--- src/rtl/reg_wr_pkg.sv ---
// Shared types and constants for the register write sequencer.
package reg_wr_pkg;

  localparam int unsigned BYTE_W = 8;
  localparam int unsigned ADDR_W = 3;
  localparam int unsigned DATA_W = 16;
  localparam int unsigned CNT_W  = 8;
  localparam int unsigned CODE_W = 2;

  typedef enum logic [1:0] {
    IDLE    = 2'd0,
    DATA_HI = 2'd1,
    DATA_LO = 2'd2,
    WRITE   = 2'd3
  } state_e;

  localparam logic [CODE_W-1:0] ERR_SYNC    = 2'b01;
  localparam logic [CODE_W-1:0] ERR_ADDR    = 2'b10;
  localparam logic [CODE_W-1:0] ERR_TIMEOUT = 2'b11;

  localparam logic [3:0] SYNC_DEFAULT = 4'hA;

endpackage

--- src/rtl/reg_wr_gap_timer.sv ---
// Gap counter between bytes of one frame.
//   clock, reset : rising-edge clock, async active-high reset
//   enable       : count this cycle (frame open, no byte accepted)
//   clear        : restart from zero (takes priority over enable)
//   expired      : the count reaches TIMEOUT at the coming edge
module reg_wr_gap_timer
  import reg_wr_pkg::*;
#(
  parameter int unsigned TIMEOUT = 255
) (
  input  logic clock,
  input  logic reset,
  input  logic enable,
  input  logic clear,
  output logic expired
);

  logic [CNT_W-1:0] count_q;

  // Idle-cycle counter
  always_ff @(posedge clock or posedge reset) begin
    if (reset) begin
      count_q <= '0;
    end else if (clear) begin
      count_q <= '0;
    end else if (enable) begin
      count_q <= count_q + CNT_W'(1);
    end
  end

  // Flags the idle cycle that would make the count equal TIMEOUT, so the
  // frame is abandoned on exactly the TIMEOUT-th idle edge.
  assign expired = enable && (count_q == CNT_W'(TIMEOUT - 1));

endmodule

--- src/rtl/reg_write_sequencer.sv ---
// Byte-serial write-command sequencer feeding the register file.
// Assembles header / data-high / data-low frames and issues one write strobe
// per valid frame; rejects bad sync, out-of-range address and stalled frames.
//   clock, reset   : rising-edge clock, async active-high reset
//   rx_valid_in    : command byte valid
//   rx_data_in     : command byte
//   rx_ready_out   : byte can be accepted (low only in WRITE)
//   r_d_wen_out    : one-cycle register write strobe
//   r_d_waddr_out  : write address, held until next write
//   d_out          : write data, held until next write
//   err_out        : one-cycle error pulse
//   err_code_out   : last error code, held until next error
//   wr_count_out   : successful write count, wraps
//   busy_out       : frame in progress
module reg_write_sequencer
  import reg_wr_pkg::*;
#(
  parameter int unsigned NUM_REGS = 2,
  parameter int unsigned TIMEOUT  = 255,
  parameter logic [3:0]  SYNC     = SYNC_DEFAULT
) (
  input  logic              clock,
  input  logic              reset,
  input  logic              rx_valid_in,
  input  logic [BYTE_W-1:0] rx_data_in,
  output logic              rx_ready_out,
  output logic              r_d_wen_out,
  output logic [ADDR_W-1:0] r_d_waddr_out,
  output logic [DATA_W-1:0] d_out,
  output logic              err_out,
  output logic [CODE_W-1:0] err_code_out,
  output logic [CNT_W-1:0]  wr_count_out,
  output logic              busy_out
);

  state_e              state_q, state_d;
  logic [ADDR_W-1:0]   addr_q, addr_d;
  logic [BYTE_W-1:0]   hi_q, hi_d;
  logic                wen_d;
  logic [ADDR_W-1:0]   waddr_d;
  logic [DATA_W-1:0]   data_d;
  logic                err_d;
  logic [CODE_W-1:0]   code_d;
  logic [CNT_W-1:0]    cnt_d;

  logic accept;
  logic frame_open;
  logic gap_enable;
  logic gap_clear;
  logic gap_expired;
  logic addr_ok;

  assign rx_ready_out = (state_q != WRITE);
  assign busy_out     = (state_q != IDLE);
  assign accept       = rx_valid_in && rx_ready_out;
  assign frame_open   = (state_q == DATA_HI) || (state_q == DATA_LO);
  assign addr_ok      = (32'(addr_q) < NUM_REGS);

  // Gap timer runs only while waiting for data bytes; cleared on any
  // accept, outside the data states, and on the abandoning edge.
  assign gap_enable = frame_open && !accept;
  assign gap_clear  = !gap_enable || gap_expired;

  reg_wr_gap_timer #(
    .TIMEOUT (TIMEOUT)
  ) u_gap_timer (
    .clock   (clock),
    .reset   (reset),
    .enable  (gap_enable),
    .clear   (gap_clear),
    .expired (gap_expired)
  );

  // State and output registers
  always_ff @(posedge clock or posedge reset) begin
    if (reset) begin
      state_q       <= IDLE;
      addr_q        <= '0;
      hi_q          <= '0;
      r_d_wen_out   <= 1'b0;
      r_d_waddr_out <= '0;
      d_out         <= '0;
      err_out       <= 1'b0;
      err_code_out  <= '0;
      wr_count_out  <= '0;
    end else begin
      state_q       <= state_d;
      addr_q        <= addr_d;
      hi_q          <= hi_d;
      r_d_wen_out   <= wen_d;
      r_d_waddr_out <= waddr_d;
      d_out         <= data_d;
      err_out       <= err_d;
      err_code_out  <= code_d;
      wr_count_out  <= cnt_d;
    end
  end

  // Next state and registered-output values. The write decision is made on
  // the edge accepting the low byte so the strobe lands in the WRITE cycle.
  always_comb begin
    state_d = state_q;
    addr_d  = addr_q;
    hi_d    = hi_q;
    wen_d   = 1'b0;
    waddr_d = r_d_waddr_out;
    data_d  = d_out;
    err_d   = 1'b0;
    code_d  = err_code_out;
    cnt_d   = wr_count_out;

    unique case (state_q)
      IDLE: begin
        if (accept) begin
          if (rx_data_in[7:4] != SYNC) begin
            err_d  = 1'b1;
            code_d = ERR_SYNC;
          end else begin
            addr_d  = rx_data_in[ADDR_W-1:0];
            state_d = DATA_HI;
          end
        end
      end

      DATA_HI: begin
        if (accept) begin
          hi_d    = rx_data_in;
          state_d = DATA_LO;
        end else if (gap_expired) begin
          state_d = IDLE;
          err_d   = 1'b1;
          code_d  = ERR_TIMEOUT;
        end
      end

      DATA_LO: begin
        if (accept) begin
          state_d = WRITE;
          if (addr_ok) begin
            wen_d   = 1'b1;
            waddr_d = addr_q;
            data_d  = {hi_q, rx_data_in};
            cnt_d   = wr_count_out + CNT_W'(1);
          end else begin
            err_d  = 1'b1;
            code_d = ERR_ADDR;
          end
        end else if (gap_expired) begin
          state_d = IDLE;
          err_d   = 1'b1;
          code_d  = ERR_TIMEOUT;
        end
      end

      WRITE: begin
        state_d = IDLE;
      end

      default: begin
        state_d = IDLE;
      end
    endcase
  end

endmodule

--- config.mk ---
export PLATFORM = sky130hd
export DESIGN_NAME = reg_write_sequencer
export DESIGN_NICKNAME = d
export VERILOG_FILES = /design/src/rtl/reg_wr_pkg.sv /design/src/rtl/reg_wr_gap_timer.sv /design/src/rtl/reg_write_sequencer.sv
export SDC_FILE = /design/constraint.sdc
export NUM_CORES = 1
export LEC_CHECK = 0
export ABC_AREA = 1
export CORE_UTILIZATION = 46
export DETAILED_ROUTE_END_ITERATION = 7
export GPL_TIMING_DRIVEN = 1
export PLACE_DENSITY = 0.78
export SLEW_MARGIN = 20
export SYNTH_ARGS = -nofsm -noshare
export SYNTH_HDL_FRONTEND = slang
export SYNTH_SLANG_ARGS = --single-unit
--- constraint.sdc ---
create_clock -name clock -period 1.65 [get_ports clock]
set_clock_uncertainty 0.2 [all_clocks]
set_input_delay 0.33 -clock clock [delete_from_list [all_inputs] [get_ports clock]]
set_output_delay 0.33 -clock clock [all_outputs]
set_load 0.01 [all_outputs]
==> reports/metrics.csv, run 1 <==
stage,metric,value,unit
run_status,status,finished with violations,
run_status,violations,setup timing,
power_and_ir_drop,pwr-share-comb,0.409,
yosys,ys_types,22,
route,ant_nets,0,
yosys,ys_seq_elements,52,
yosys,yosys_warnings,0,
critical_path,worst_path_max_delay_cell,dfrtp_2,
critical_path,reg2regPathDepth,8,
place,gp_congestion,0.884,
grt,grt_use_met3,0.0511,
power_and_ir_drop,ir_worst_vdd,0.789,mV
route,wl,5.77,mm
power_and_ir_drop,cellPowerDensity,1340,nW/um^2
grt,antenna_found_initial,0,
yosys,syn_avg_cell_area,8.64,um^2
critical_path,worstPathRequired,1.71,ns
die,top_level_ports,44,
worst_hold_path,min_path_type,in2async,
power_and_ir_drop,internal-power,0.00293,W
yosys,netlist.area_leader.share,0.560,
route,wire_per_inst,13.8,um
grt,grt_pass1_wl,9.16,mm
die,start_util,0.485,
cts,clk-insertion-delay-late,0.31,ns
layout,drive_gt1_frac,0.289,
power_and_ir_drop,p_sw_frac,0.377,
cts,clk_pin_slew,0.10,ns
route,drt_pass1_iterations,4,
run,max_cap_viol_count,0,
route,vias_per_cell,4.96,
die,die_area,5340,um^2
power_and_ir_drop,power_switching,0.00177,W
sta,setup_violations,34,
yosys,postSynth.asyncResetShare,1.00,
layout,nFillCells,321,
grt,grt_overflow,0,
sta,clock.fmax,563,MHz
sta,min_period,1.78,ns
grt,grt_util_all_layers,0.228,
power_and_ir_drop,clock_power_share,0.166,
sta,slew_violations,0,
critical_path,startpoint_type,flip-flop,
die,die_w,73.1,um
sta,hold_viol_final,0,
grt,grt_pass1_vias,2037,
yosys,synthesis.nets,287,
critical_path,worstSetupEndpointType,flip-flop,
grt,grt_busiest_layer,met2,
sta,finalCritPeriodShare,1.08,
sta,relSlewSlack,0.763,
critical_path,path_buf_inv,3,
route,vias,2068,
critical_path,worstReg2RegEnd,wr_count_out[1]$_DFFE_PP0P_,
critical_path,critPathMostFrequentCell,nand2_1,
yosys,synth-edff-count,0,
critical_path,worstSetupPathType,reg2reg,
grt,met1_usage,0.277,
layout,area_growth,51.4,%
grt,grt_max_degree,23,
place,io_buffers,43,
sta,rsz0062_at_grt,yes,
yosys,ys.flop_type,dfrtp_1,
yosys,postSynthCellCount,269,
cts,cts_tree,yes,
critical_path,cp_max_fo,6,
cts,ctsHoldBuffers,0,
critical_path,cp_top_family,buffers and inverters,
layout,fin_nets,367,
yosys,syn_area,2320,um^2
cts,cts_max_path_buffers,2,
sta,layout_setup_ws,-0.125,ns
sta,finalSetupTns,-2.49,ns
yosys,synth_seq_area_share,0.560,
layout,antenna_cells,0,
layout,final_util,0.735,
cts,cts_sinks,52,
grt,grt_use_met2,0.392,
critical_path,worst-r2r-setup-slack,-0.13,ns
route,drc,0,
die,placeableCoreArea,4790,um^2
cts,h-tree-depth,2,
yosys,synth.top_cells.by_area,"dfrtp_1 (56%), nand2_1 (14%), o21ai_0 (5.4%)",
die,fp.dieH,73.1,um
route,drt_iter0_drc,110,
yosys,yosysTopAreaCell,dfrtp_1,
die,num_rows,25,
critical_path,cp.arrival,1.83,ns
cts,cts-root-buf,clkbuf_8,
cts,numCtsBuffers,5,
critical_path,timing.rr.start,state_q[1]$_DFFE_PP0P_,
power_and_ir_drop,seq_power_share,0.426,
power_and_ir_drop,p_leak,1.79,nW
critical_path,max_stage_delay,0.45,ns
place,hpwl,3.52,mm
critical_path,crit_chain,ha_4 -> buf_6 -> nor2_4 -> nand3_4 -> clkinv_4 -> bufbuf_16 -> nand2_1 -> nand2_1,
sta,tightest_slew,0.354,ns
==> Yosys cell counts, types with 2 or more instances <==
cell,count
nand2_1,84
dfrtp_1,52
inv_1,32
o21ai_0,25
nor2_1,20
nand3_1,12
ha_1,7
a21oi_1,6
nor3_1,6
xor2_1,4
nand2_2,3
nand4_1,3
buf_4,2
clkbuf_1,2
nand3_2,2
nor2_2,2
xnor2_1,2
==> final cells by class <==
class	instances	area, um^2	area share
flip-flops and latches	52	1300	0.370
well taps	67	83.8	0.0238
inverters	34	136	0.0388
clock inverters	3	25.0	0.00711
repair buffers	78	795	0.226
multi-input cells	178	1110	0.314
clock buffers	5	68.8	0.0196
==> registers in the layout, summed over array words and instances, names as in the netlist, 2 cells and up <==
register	cells
wr_count_out	8
u_gap_timer.count_q	8
addr_q	3
r_d_waddr_out	3
err_code_out	2
d_out	16
state_q	2
hi_q	8
==> logic make-up (layout without fill, tap and decap cells) <==
logic type | Yosys count | count (layout) | synth area share
XOR/XNOR | 6 | 6 | 0.0226
buffers and inverters | 39 | 120 | 0.0673
flip-flops | 52 | 52 | 0.560
adder cells (fa/ha/maj) | 7 | 7 | 0.0377
AND/OR/NAND/NOR | 133 | 133 | 0.242
AO/OA/AOI/OAI | 32 | 32 | 0.0705
==> cells in the final DEF (no fill, tap or decap), types with 2 or more instances in the layout <==
master / count
nor3_2: 4
ha_2: 2
ha_4: 2
xnor2_1: 2
clkdlybuf4s50_1: 10
buf_4: 23
nand3_4: 4
inv_1: 27
clkbuf_8: 5
o21ai_1: 5
clkinvlp_4: 2
xor2_1: 4
nand2_4: 8
o21ai_0: 14
buf_6: 4
inv_6: 2
nand4_1: 3
nor3_1: 2
dlygate4sd2_1: 31
ha_1: 3
nor2_4: 4
nand2_2: 14
o21ai_2: 6
buf_12: 5
nand2_1: 64
nor2_1: 18
nand3_1: 10
dfrtp_1: 51
a21oi_1: 5
inv_2: 5
==> power groups by stage <==
stage	sequential, W	combinational [W]	clock (W)
2_1_floorplan	0.00206	0.000674	0
3_3_place_gp	0.00197	0.00160	0
3_5_place_dp	0.00197	0.00165	0
4_1_cts	0.00194	0.00165	0.000776
5_1_grt	0.00205	0.00211	0.000839
6_report	0.00200	0.00192	0.000779
==> through the flow <==
step	std cells	hold slack (ns)	setup slack (ns)	instance area [um^2]	power [W]
final	417	0.122	-0.125	3520	0.00471
after global routing	417	0.139	-0.224	3520	0.00501
after CTS	416	0.130	-0.157	3300	0.00436
after detailed placement	395	0.261	-0.263	3000	0.00362
after global placement	395	0.251	-0.232	3000	0.00357
after floorplan	269	0.185	0.0173	2330	0.00273
==> metal layers <==
layer,vias to the layer above,part of all wire
met5,-,0
met4,0,0.015
met3,7,0.036
met2,53,0.51
met1,996,0.44
li1,1012,-
==> what timing repair did <==
| action | in CTS | in global routing |
|---|---|---|
| pin swaps | 3 | 19 |
| endpoints found under the hold margin | 0 | 0 |
| cloned | 3 | 1 |
| gates resized for setup | 57 | 73 |
| buffers inserted | 10 | 4 |
| setup endpoints to repair | 74 | 49 |
==> worst max path at each step <==
stage	start	endpoint	slack, ns	cells past startpoint
finish	state_q[1]$_DFFE_PP0P_	wr_count_out[1]$_DFFE_PP0P_	-0.13	8
global route	state_q[1]$_DFFE_PP0P_	wr_count_out[5]$_DFFE_PP0P_	-0.22	10
CTS	state_q[0]$_DFFE_PP0P_	busy_out	-0.16	4
detailed placement	rx_valid_in	addr_q[2]$_DFFE_PP0P_	-0.26	7
global placement	rx_valid_in	addr_q[0]$_DFFE_PP0P_	-0.23	7
floorplan	state_q[0]$_DFFE_PP0P_	wr_count_out[1]$_DFFE_PP0P_	0.02	7
Note: power is estimated with default switching activity, not from simulation.
==> run 2: changes to the inputs <==
--- a/config.mk
+++ b/config.mk
@@ -10,6 +10,7 @@
 export DETAILED_ROUTE_END_ITERATION = 7
 export GPL_TIMING_DRIVEN = 1
 export PLACE_DENSITY = 0.78
+export RECOVER_POWER = 50
 export SLEW_MARGIN = 20
 export SYNTH_ARGS = -nofsm -noshare
 export SYNTH_HDL_FRONTEND = slang
==> reports/metrics.csv, run 2 (synthesis gave the netlist of run 1 again) <==
stage,metric,value,unit
sta,slew_violations,0,
layout,antenna_cells,0,
sta,min_period,1.77,ns
sta,finalSetupTns,-2.39,ns
critical_path,path_buf_inv,3,
cts,numCtsBuffers,5,
critical_path,worstPathRequired,1.71,ns
place,io_buffers,43,
layout,fin_nets,367,
grt,grt_pass1_wl,9.16,mm
die,placeableCoreArea,4790,um^2
die,die_area,5340,um^2
critical_path,cp.arrival,1.83,ns
route,vias,2077,
sta,relSlewSlack,0.665,
critical_path,startpoint_type,flip-flop,
cts,cts-root-buf,clkbuf_8,
route,vias_per_cell,4.98,
grt,grt_pass1_vias,2037,
sta,setup_violations,33,
layout,nFillCells,326,
sta,layout_setup_ws,-0.122,ns
sta,hold_viol_final,0,
power_and_ir_drop,ir_worst_vdd,0.781,mV
critical_path,crit_chain,ha_4 -> buf_6 -> nor2_4 -> nand3_4 -> clkinv_4 -> bufbuf_16 -> nand2_1 -> nand2_1,
critical_path,cp_max_fo,6,
grt,grt_max_degree,23,
die,start_util,0.485,
worst_hold_path,min_path_type,in2async,
route,drt_iter0_drc,95,
layout,layout_common_cells,"nand2_1 (64), dfrtp_1 (51), dlygate4sd2_1 (31)",
critical_path,reg2regPathDepth,8,
cts,cts_max_path_buffers,2,
cts,cts_sinks,52,
route,drt_pass1_iterations,4,
critical_path,worstReg2RegEnd,wr_count_out[1]$_DFFE_PP0P_,
die,num_rows,25,
die,die_w,73.1,um
layout,drive_gt1_frac,0.289,
die,fp.dieH,73.1,um
place,place_inst,395,
layout,layoutNonFillerInstCount,417,
sta,tightest_slew,0.500,ns
route,drc,0,
layout,max_flop_register,d_out,
layout,final_common_cell,nand2_1,
grt,grt_overflow,0,
sta,rsz0062_at_grt,yes,
run_status,violations,setup timing,
sta,whs,0.263,ns
critical_path,worst-r2r-setup-slack,-0.12,ns
route,wl,5.75,mm
sta,clock.fmax,564,MHz
critical_path,worstSetupEndpointType,flip-flop,
layout,largest_reg_flops,16,
critical_path,timing.rr.start,state_q[1]$_DFFE_PP0P_,
critical_path,cp_top_family,buffers and inverters,
route,ant_nets,0,
layout,area_growth,50.0,%
critical_path,worstSetupPathType,reg2reg,
place,gp_congestion,0.884,
power_and_ir_drop,p_leak,1.78,nW
critical_path,max_stage_delay,0.45,ns
place,hpwl,3.52,mm
cts,clk_pin_slew,0.10,ns
grt,grt_util_all_layers,0.228,
power_and_ir_drop,cellPowerDensity,1350,nW/um^2
grt,antenna_found_initial,0,
run,max_cap_viol_count,0,
cts,h-tree-depth,2,
cts,cts_tree,yes,
die,top_level_ports,44,
route,wire_per_inst,13.8,um
critical_path,critPathMostFrequentCell,nand2_1,
cts,clk-insertion-delay-late,0.32,ns
sta,finalCritPeriodShare,1.07,
run_status,status,finished with violations,
critical_path,worst_path_max_delay_cell,dfrtp_2,
==> run 2: cell types whose count changed in the layout (fill, tap and decap cells not counted), sizes merged <==
cell	delta
clkdlybuf4s50	-1
dlygate4sd3	+1
==> run 2: how the worst max path moves through the flow <==
stage,from,slack (ns),depth (start not counted),to
after CTS,state_q[0]$_DFFE_PP0P_,-0.16,4,busy_out
after global routing,state_q[1]$_DFFE_PP0P_,-0.22,10,wr_count_out[5]$_DFFE_PP0P_
after detailed placement,rx_valid_in,-0.26,7,addr_q[2]$_DFFE_PP0P_
after floorplan,state_q[0]$_DFFE_PP0P_,0.02,7,wr_count_out[1]$_DFFE_PP0P_
final,state_q[1]$_DFFE_PP0P_,-0.12,8,wr_count_out[1]$_DFFE_PP0P_
after global placement,rx_valid_in,-0.23,7,addr_q[0]$_DFFE_PP0P_
==> run 2: layout make-up <==
cell class,count,area [um^2],share of cell area
Clock inverter,3,25.0,0.00718
Multi-Input combinational cell,178,1110,0.317
Tap cell,67,83.8,0.0241
Inverter,34,134,0.0384
Clock buffer,5,68.8,0.0197
Sequential cell,52,1300,0.374
Timing Repair Buffer,78,764,0.219
==> run 2: what timing repair did <==
action | CTS | global route
gates resized for setup | 57 | 73
pin swaps | 3 | 19
endpoints found under the hold margin | 0 | 0
hold buffers | 0 | 0
cloned | 3 | 1
setup buffers | 10 | 4
endpoints found under the setup margin | 74 | 49
==> run 2: where the power goes <==
| group | switching, W | total [W] | internal [W] |
|---|---|---|---|
| registers | 0.000311 | 0.00200 | 0.00169 |
| logic | 0.000988 | 0.00191 | 0.000925 |
| clock network | 0.000469 | 0.000779 | 0.000310 |
==> run 2: through the flow <==
| step | setup slack (ns) | power (W) | area (um^2) | utilization |
|---|---|---|---|---|
| 6_report | -0.122 | 0.00469 | 3480 | 0.728 |
| 5_1_grt | -0.224 | 0.00500 | 3480 | 0.728 |
| 4_1_cts | -0.157 | 0.00436 | 3300 | 0.690 |
| 3_5_place_dp | -0.263 | 0.00362 | 3000 | 0.626 |
| 3_3_place_gp | -0.232 | 0.00357 | 3000 | 0.626 |
| 2_1_floorplan | 0.0173 | 0.00273 | 2330 | - |
==> run 2: metal layers <==
layer / vias up / share of wire / GRT usage
li1: 1013 / - / -
met1: 985 / 0.42 / 0.277
met2: 67 / 0.51 / 0.392
met3: 12 / 0.050 / 0.0511
met4: 0 / 0.025 / 0.0893
met5: - / 0 / 0
==> run 3: changes to the inputs <==
--- a/config.mk
+++ b/config.mk
@@ -6,10 +6,10 @@
 export NUM_CORES = 1
 export LEC_CHECK = 0
 export ABC_AREA = 1
-export CORE_UTILIZATION = 46
+export CORE_UTILIZATION = 45
 export DETAILED_ROUTE_END_ITERATION = 7
 export GPL_TIMING_DRIVEN = 1
-export PLACE_DENSITY = 0.78
+export PLACE_DENSITY = 0.76
 export RECOVER_POWER = 50
 export SLEW_MARGIN = 20
 export SYNTH_ARGS = -nofsm -noshare
==> reports/metrics.csv, run 3 (synthesis gave the netlist of run 1 again) <==
stage,metric,value,unit
die,fp.dieH,73.9,um
sta,finalCritPeriodShare,1.09,
cts,cts-root-buf,clkbuf_8,
critical_path,max_stage_delay,0.41,ns
run_status,violations,setup timing,
run_status,status,finished with violations,
die,placeableCoreArea,4850,um^2
sta,rsz0062_at_grt,yes,
die,die_area,5450,um^2
cts,cts_max_path_buffers,2,
critical_path,path_buf_inv,3,
place,io_buffers,43,
layout,antenna_cells,0,
layout,layoutNonFillerInstCount,411,
layout,max_flop_register,d_out,
critical_path,worstSetupPathType,reg2reg,
place,hpwl,3.42,mm
critical_path,cp_top_family,simple AND/OR/NAND/NOR gates,
sta,slew_violations,0,
layout,seq_area,1300,um^2
sta,layout_setup_ws,-0.156,ns
route,vias,2028,
cts,cts_tree,yes,
die,die_w,73.9,um
cts,clk-insertion-delay-late,0.30,ns
critical_path,reg2regPathDepth,10,
critical_path,worst_path_max_delay_cell,dfrtp_1,
route,dr_wl_met2,2.76,mm
place,place_inst,393,
die,num_rows,25,
layout,largest_reg_flops,16,
critical_path,worstSetupEndpointType,flip-flop,
layout,layout_common_cells,"nand2_1 (80), dfrtp_1 (52), dlygate4sd2_1 (31)",
route,met3WireLength,251,um
die,top_level_ports,44,
place,post_dp_cell_area,2980,um^2
route,wl_met1,2.27,mm
route,drt_pass1_iterations,5,
power_and_ir_drop,ir_worst_vdd,0.765,mV
sta,tightest_slew,0.552,ns
layout,nFillCells,389,
layout,final_common_cell,nand2_1,
worst_hold_path,hold_depth,2,
run,max_cap_viol_count,0,
sta,relSlewSlack,0.630,
critical_path,startpoint_type,flip-flop,
cts,ctsHoldBuffers,0,
power_and_ir_drop,cellPowerDensity,1370,nW/um^2
sta,setup_violations,22,
critical_path,cp.depth,10,
route,wl,5.35,mm
sta,min_period,1.81,ns
grt,antenna_found_initial,0,
layout,drive_gt1_frac,0.201,
grt,grt_util_all_layers,0.209,
sta,clock.fmax,554,MHz
critical_path,crit_chain,buf_6 -> ha_4 -> nor2_4 -> buf_4 -> buf_6 -> o21ai_1 -> nand2_2 -> nand2_1 -> nand2_1 -> nand3_2,
route,vias_per_cell,4.93,
layout,final_area,3300,um^2
grt,grt_max_degree,29,
cts,h-tree-depth,2,
sta,hold_viol_final,0,
critical_path,cp_max_fo,5,
cts,numCtsBuffers,5,
cts,cts_sinks,52,
route,wire_per_inst,13.0,um
worst_hold_path,min_path_type,reg2reg,
critical_path,worstPathRequired,1.64,ns
route,drt_iter0_drc,133,
layout,area_growth,41.8,%
place,gp_congestion,0.885,
route,ant_nets,0,
power_and_ir_drop,p_leak,1.72,nW
layout,multi_input_area,1020,um^2
grt,grt_overflow,0,
route,drc,0,
critical_path,cp.arrival,1.80,ns
grt,grt_pass1_wl,8.53,mm
layout,fin_nets,361,
grt,grt_pass1_vias,1906,
cts,clk_pin_slew,0.10,ns
die,start_util,0.479,
route,top_layer_used,met4,
==> run 3: tightest hold or removal path: stages (launching register included) <==
cell	delay (ns)
dfrtp_1	0.35
nand2_1	0.05
nand2_1	0.05
==> run 3: final timing paths <==
kind | startpoint | end | slack [ns]
setup / recovery | state_q[0]$_DFFE_PP0P_ | state_q[0]$_DFFE_PP0P_ | -0.16
hold / removal | d_out[11]$_DFFE_PP0P_ | d_out[11]$_DFFE_PP0P_ | 0.28
setup reg to reg | state_q[0]$_DFFE_PP0P_ | state_q[0]$_DFFE_PP0P_ | -0.16
hold reg to reg | d_out[11]$_DFFE_PP0P_ | d_out[11]$_DFFE_PP0P_ | 0.28
max in group asynchronous | reset | d_out[11]$_DFFE_PP0P_ | 0.19
min in group asynchronous | reset | u_gap_timer.count_q[1]$_DFFE_PP0P_ | 0.29
==> run 3: routing by layer <==
metal | vias to the layer above | GRT usage
li1 | 993 | -
met1 | 977 | 0.272
met2 | 50 | 0.344
met3 | 8 | 0.0494
met4 | 0 | 0.0684
met5 | - | 0
==> run 3: what timing repair did <==
action                                  in CTS  in global routing
endpoints found under the setup margin      65                 50
pin swaps                                    6                  2
gates resized for setup                     73                 18
gates cloned                                 0                  1
buffers inserted                             8                  2
==> run 3: power breakdown <==
part | switching, W | internal (W)
registers | 0.000254 | 0.00169
logic | 0.000954 | 0.000841
clock network | 0.000429 | 0.000342
total | 0.00164 | 0.00287
==> run 3: cell type report <==
cell class	count	area share
Sequential cell	52	0.395
Multi-Input combinational cell	178	0.308
Timing Repair Buffer	72	0.202
Inverter	34	0.0406
Clock buffer	7	0.0262
Tap cell	67	0.0254
Clock inverter	1	0.00228
==> run 3: per-stage QoR <==
step           worst slack (ns)  utilization  setup TNS (ns)  hold slack, ns  total power (W)
6_report                 -0.156        0.680          -0.785           0.283          0.00451
2_1_floorplan            0.0173            -               0           0.185          0.00273
3_3_place_gp             -0.265        0.615           -8.79           0.253          0.00359
3_5_place_dp             -0.304        0.615           -9.90           0.264          0.00364
5_1_grt                  -0.202        0.680           -2.99           0.292          0.00481
4_1_cts                 -0.0542        0.665          -0.148           0.146          0.00440
